## src/rtl/regfile_wb_if.sv

```systemverilog
// Writeback, read and issue signals between the pipeline and the register file.
// An issue is accepted in exactly the cycles where issue_valid=1 and stall=0;
// stall is a combinational answer to the presented instruction and may drop mid-cycle.
interface regfile_wb_if #(parameter int Width = 32);
  logic             RegWrite;
  logic [4:0]       rd;
  logic [Width-1:0] Writeback;
  logic [4:0]       rs;
  logic [4:0]       rt;
  logic [Width-1:0] readData1;
  logic [Width-1:0] readData2;
  logic             issue_valid;
  logic             issue_regwrite;
  logic [4:0]       issue_rd;
  logic             use_rs;
  logic             use_rt;
  logic             stall;
  logic             pend_any;

  modport master (
    output RegWrite, rd, Writeback, rs, rt,
    output issue_valid, issue_regwrite, issue_rd, use_rs, use_rt,
    input  readData1, readData2, stall, pend_any
  );

  modport slave (
    input  RegWrite, rd, Writeback, rs, rt,
    input  issue_valid, issue_regwrite, issue_rd, use_rs, use_rt,
    output readData1, readData2, stall, pend_any
  );
endinterface

```

## src/rtl/regfile_wb.sv

```systemverilog
// Architectural register file with write-to-read bypass and a per-register
// in-flight write scoreboard that stalls decode on pending operands.
module regfile_wb #(
  parameter int Width   = 32,
  parameter int MaxPend = 3
) (
  input logic         clk,
  input logic         rst,
  regfile_wb_if.slave bus
);
  localparam int CW = $clog2(MaxPend + 1);

  // Entry 0 of both arrays is cleared at reset and never written afterwards.
  logic [Width-1:0] regs [32];
  logic [CW-1:0]    cnt  [32];

  logic wb_en;
  logic inc_en;
  logic rs_busy;
  logic rt_busy;
  logic full_hit;

  assign wb_en = bus.RegWrite && (bus.rd != 5'd0);

  // A same-cycle writeback retires one pending write; a zero counter stays at zero.
  always_comb begin
    rs_busy  = 1'b0;
    rt_busy  = 1'b0;
    full_hit = 1'b0;
    if (bus.rs != 5'd0)
      rs_busy = cnt[bus.rs] > ((wb_en && bus.rd == bus.rs) ? CW'(1) : CW'(0));
    if (bus.rt != 5'd0)
      rt_busy = cnt[bus.rt] > ((wb_en && bus.rd == bus.rt) ? CW'(1) : CW'(0));
    if (bus.issue_regwrite && bus.issue_rd != 5'd0)
      full_hit = (cnt[bus.issue_rd] == CW'(MaxPend)) &&
                 !(wb_en && bus.rd == bus.issue_rd);
  end

  always_comb begin
    bus.stall = bus.issue_valid &&
                ((bus.use_rs && rs_busy) || (bus.use_rt && rt_busy) || full_hit);
    inc_en    = bus.issue_valid && !bus.stall && bus.issue_regwrite &&
                (bus.issue_rd != 5'd0);
  end

  always_comb begin
    bus.readData1 = '0;
    bus.readData2 = '0;
    if (!rst && bus.rs != 5'd0)
      bus.readData1 = (bus.RegWrite && bus.rd == bus.rs) ? bus.Writeback : regs[bus.rs];
    if (!rst && bus.rt != 5'd0)
      bus.readData2 = (bus.RegWrite && bus.rd == bus.rt) ? bus.Writeback : regs[bus.rt];
  end

  always_comb begin
    bus.pend_any = 1'b0;
    for (int i = 1; i < 32; i++)
      bus.pend_any = bus.pend_any | (cnt[i] != '0);
  end

  always_ff @(posedge clk or posedge rst) begin
    if (rst) begin
      for (int i = 0; i < 32; i++) begin
        regs[i] <= '0;
        cnt[i]  <= '0;
      end
    end else begin
      if (wb_en)
        regs[bus.rd] <= bus.Writeback;
      for (int i = 1; i < 32; i++) begin
        if (inc_en && bus.issue_rd == 5'(i) && !(wb_en && bus.rd == 5'(i)))
          cnt[i] <= cnt[i] + CW'(1);
        else if (wb_en && bus.rd == 5'(i) && !(inc_en && bus.issue_rd == 5'(i)) &&
                 cnt[i] != '0)
          cnt[i] <= cnt[i] - CW'(1);
      end
    end
  end
endmodule

```

## src/flat_wrapper.sv

```systemverilog
// flat-port wrapper written by rule: the top's interface ports become plain ports
module regfile_wb_flat 
#(
  parameter int Width   = 32,
  parameter int MaxPend = 3
)
  (clk, rst, bus_RegWrite, bus_rd, bus_Writeback, bus_rs, bus_rt, bus_issue_valid, bus_issue_regwrite, bus_issue_rd, bus_use_rs, bus_use_rt, bus_readData1, bus_readData2, bus_stall, bus_pend_any);
  regfile_wb_if #(.Width(Width)) bus_i ();
  input logic clk;
  input logic rst;
  input wire logic [$bits(bus_i.RegWrite)-1:0] bus_RegWrite;
  input wire logic [$bits(bus_i.rd)-1:0] bus_rd;
  input wire logic [$bits(bus_i.Writeback)-1:0] bus_Writeback;
  input wire logic [$bits(bus_i.rs)-1:0] bus_rs;
  input wire logic [$bits(bus_i.rt)-1:0] bus_rt;
  input wire logic [$bits(bus_i.issue_valid)-1:0] bus_issue_valid;
  input wire logic [$bits(bus_i.issue_regwrite)-1:0] bus_issue_regwrite;
  input wire logic [$bits(bus_i.issue_rd)-1:0] bus_issue_rd;
  input wire logic [$bits(bus_i.use_rs)-1:0] bus_use_rs;
  input wire logic [$bits(bus_i.use_rt)-1:0] bus_use_rt;
  output wire logic [$bits(bus_i.readData1)-1:0] bus_readData1;
  output wire logic [$bits(bus_i.readData2)-1:0] bus_readData2;
  output wire logic [$bits(bus_i.stall)-1:0] bus_stall;
  output wire logic [$bits(bus_i.pend_any)-1:0] bus_pend_any;
  assign bus_i.RegWrite = bus_RegWrite;
  assign bus_i.rd = bus_rd;
  assign bus_i.Writeback = bus_Writeback;
  assign bus_i.rs = bus_rs;
  assign bus_i.rt = bus_rt;
  assign bus_i.issue_valid = bus_issue_valid;
  assign bus_i.issue_regwrite = bus_issue_regwrite;
  assign bus_i.issue_rd = bus_issue_rd;
  assign bus_i.use_rs = bus_use_rs;
  assign bus_i.use_rt = bus_use_rt;
  assign bus_readData1 = bus_i.readData1;
  assign bus_readData2 = bus_i.readData2;
  assign bus_stall = bus_i.stall;
  assign bus_pend_any = bus_i.pend_any;
  regfile_wb #(.Width(Width), .MaxPend(MaxPend)) u_core (.clk(clk), .rst(rst), .bus(bus_i));
endmodule
```

## config.mk

```make
export PLATFORM = sky130hd
export DESIGN_NAME = regfile_wb_flat
export DESIGN_NICKNAME = d
export VERILOG_FILES = /design/src/rtl/regfile_wb_if.sv /design/src/rtl/regfile_wb.sv /design/src/flat_wrapper.sv
export SDC_FILE = /design/constraint.sdc
export NUM_CORES = 2
export LEC_CHECK = 0
export CORE_ASPECT_RATIO = 1.2
export CORE_UTILIZATION = 35
export DETAILED_ROUTE_END_ITERATION = 8
export PLACE_DENSITY = 0.54
export SLEW_MARGIN = 20
export SYNTH_ARGS = -nofsm -noshare
export SYNTH_HDL_FRONTEND = slang
export SYNTH_SLANG_ARGS = --single-unit
```

## constraint.sdc

```tcl
create_clock -name clk -period 66.2 [get_ports clk]
set_input_delay 19.86 -clock clk [delete_from_list [all_inputs] [get_ports clk]]
set_output_delay 19.86 -clock clk [all_outputs]
set_load 0.01 [all_outputs]
```

==> results by group <==
Yosys
  • Post-synth top cells: 1464 x nand2_1, 1086 x dfrtp_1, 550 x mux2_2
  • Most common cell in the netlist: nand2_1
  • Cell count after synthesis: 5295
  • Seq/Total Area, Yosys: 44.7%
  • Dominant synthesized flop cell: dfrtp_1
  • Number of synthesized flops with an enable pin: 0
  • Yosys cell types: 67
  • Largest area contributor in the netlist: dfrtp_1
  • Synthesized cell area: 60700 sq um
  • FFs w/ async S/R, synth: 100%
  • Yosys warnings: 2
  • Syn Area/Cell: 11.5 sq um
  • Post-synthesis register bit count: 1086
  • Syn_nets: 5356
  • Ranking of synthesized cells by area: dfrtp_1 45%, mux4_2 19%, mux2_2 10%
  • Post-synth top area share: 44.7%

Die
  • Starting Density: 35.2%
  • Die footprint: 175000 sq um
  • Core ar.: 172000 sq um
  • Die H: 458 um
  • Rows: 167
  • Die W: 382 um
  • IO Count: 125

Worst setup path
  • Worst setup EP type: output port
  • Crit path arrival time: 25.31 ns
  • CP Data Required Time: 46.34 ns
  • R2R depth: 11
  • Setup CP Type: input pin to output port
  • Critical Path Source Type: input pin
  • Reg-to-reg critical path startpoint: u_core.cnt[28]
  • Max FO, Critical Path: 67
  • RR Endpoint: u_core.cnt[20]
  • R2R Setup Slk: 61.51 ns

Hold path
  • Worst hold endpoint: u_core.regs[1007]
  • HP Class: flip-flop to flip-flop
  • Hold depth: 0
  • Worst Hold Launch: u_core.regs[1007]

Placed design
  • Post-DP HPWL: 120000 um
  • PortBufs: 124
  • Post-place setup slack: 20.97 ns
  • Final GP Congestion: 0.859

Clock tree
  • Postcts setup bufs: 0
  • CTS sink cnt: 1086
  • CTS H-Tree Depth: 3
  • CTS buffer count: 113
  • Clock-pin slew on the worst setup and hold paths: 0.06 ns
  • Hold_buf cts: 0
  • CTS tree: yes
  • Clk_lat worst skew: 0.76 ns
  • Clock Path Buffers: 3
  • Resized cells post-CTS: 0
  • Clock Tree Root: clkbuf_16

Layout
  • Share of cells above drive strength 1: 28.3%
  • Fillcell total: 16358
  • Final net count: 5209
  • Area growth syn-to-layout: 12.7%

Timing
  • Fin crit share: 68.2%
  • Setup_tns: 0 ns
  • RSZ-0062 raised after global routing: no
  • Final Skew: 0.0211 ns
  • Tmin final: 45.17 ns
  • Final Hold Fails: 0
  • Final setup fails: 0
  • Fmax: 22.1 MHz
  • Worst Tran Pin Value: 1.18 ns
  • Headroom to the max-slew limit: 21.4%
  • Slew Viols, Final: 0
  • Worst setup slack after layout: 21.03 ns

GRT
  • Initial antenna violation count: 7
  • Tot GR Track Use: 25.4%
  • Global-route wire length before repair: 325000 um
  • Gr ovfl total: 0
  • Largest net degree at the start of global routing: 163
  • Vias in the first global route: 44930

Route
  • Final wirelength: 225000 um
  • Via density: 6.05
  • DR WL/cell: 29.9 um
  • Vias: 45599
  • 1st-iter DRT viols: 4566
  • # DRC: 0
  • Number of detailed-route iterations in the first pass: 7
  • Routed Antenna Nets: 0

Power and ir drop
  • Seq pwr share: 43.9%
  • Worst-case vdd ir drop: 22.1 uV
  • Lkg Pwr: 30.2 nW
  • Clock power frac: 35.9%
  • Logic gate share of total power: 20.2%
  • Int Power: 0.00145 W
  • Switch Pwr: 0.000588 W
  • Net Sw Frac: 28.9%
  • Pwr dens: 29.7 nW/um^2

Status
  • Status: completed

Job
  • Max_cap viols: 0
-- layout make-up --
type | instances | area, sq um | area share [%]
Clock buffer | 145 | 3180 | 4.64
Multi-Input combinational cell | 3672 | 31900 | 46.5
Timing Repair Buffer | 258 | 2330 | 3.41
Tap cell | 2281 | 2850 | 4.17
Antenna cell | 5 | 12.5 | 0.0183
Inverter | 17 | 68.8 | 0.100
Clock inverter | 68 | 1010 | 1.48
Sequential cell | 1086 | 27200 | 39.7
-- layer usage --
layer	global-route usage (%)	vias up	routed length, um
met5	0	-	34
li1	-	18907	-
met4	10.5	6	9490
met3	3.91	471	17700
met1	34.1	24080	91800
met2	40.9	2135	106000
-- per-stage QoR --
step	cell area, sq um	util (%)	hold WS (ns)	instances	total power (W)
floorplan	60800	-	0.441	5295	0.00119
global placement	64300	37.3	0.378	7313	0.00130
detailed placement	64300	37.3	0.382	7313	0.00131
CTS	68500	39.7	0.397	7526	0.00204
global route	68500	39.7	0.403	7528	0.00212
finish	68500	39.7	0.395	7532	0.00203
-- placed cells by master (no fill, tap or decap), types with 66 or more instances in the layout --
master and n:
a21oi_1 66, a221oi_1 106, buf_4 131, clkbuf_16 115
clkdlybuf4s50_1 113, dfrtp_1 1086, mux2_2 550, mux2i_1 272
mux4_2 504, nand2_1 1451, nor2_1 125, o211ai_1 80
o21ai_0 69
-- worst max path at each step --
stage / startpoint / endpoint / slack (ns) / cells after the start
floorplan: rst / bus_readData2[10] / 7.96 / 4
global placement: bus_rs[0] / bus_readData1[20] / 20.96 / 11
detailed placement: bus_rs[0] / bus_readData1[20] / 20.97 / 11
CTS: bus_rs[0] / bus_readData1[20] / 20.98 / 11
global route: bus_rt[0] / bus_readData2[3] / 20.62 / 11
finish: bus_rs[0] / bus_readData1[20] / 21.03 / 11
-- critical path: stages --
cell and delay (ns):
buf_8 0.55, buf_4 0.87, buf_4 0.72, buf_4 0.83, mux2i_1 0.16, a221oi_1 0.38
nor2_1 0.09, o211ai_1 0.21, o211ai_1 0.13, a21oi_1 0.70, clkdlybuf4s50_1 0.68
-- flip-flops by register name (all words and copies together), names as in the netlist --
| name | cells |
|---|---|
| u_core.regs | 1024 |
| u_core.cnt | 62 |
-- cells by family (layout without fill, tap and decap cells) --
| family | after synthesis | after routing | share of synthesized area, % |
|---|---|---|---|
| adders and majority gates | 2 | 2 | 0.0412 |
| xor gates and xnor gates | 25 | 25 | 0.360 |
| muxes | 1326 | 1326 | 33.4 |
| and+or+nand+nor | 1832 | 1832 | 12.4 |
| buffers and inverters | 537 | 488 | 3.38 |
| DFF | 1086 | 1086 | 44.7 |
| other | 0 | 5 | 0 |
| AOI/OAI and AO/OA | 487 | 487 | 5.73 |
-- power by group through the flow --
stage	Combinational (W)	Clock [W]	Sequential (W)
finish	0.000411	0.000729	0.000894
global route	0.000446	0.000764	0.000908
detailed placement	0.000411	0	0.000900
floorplan	0.000319	0	0.000866
CTS	0.000412	0.000739	0.000888
global placement	0.000402	0	0.000895
(Power assumes the default switching activity.)
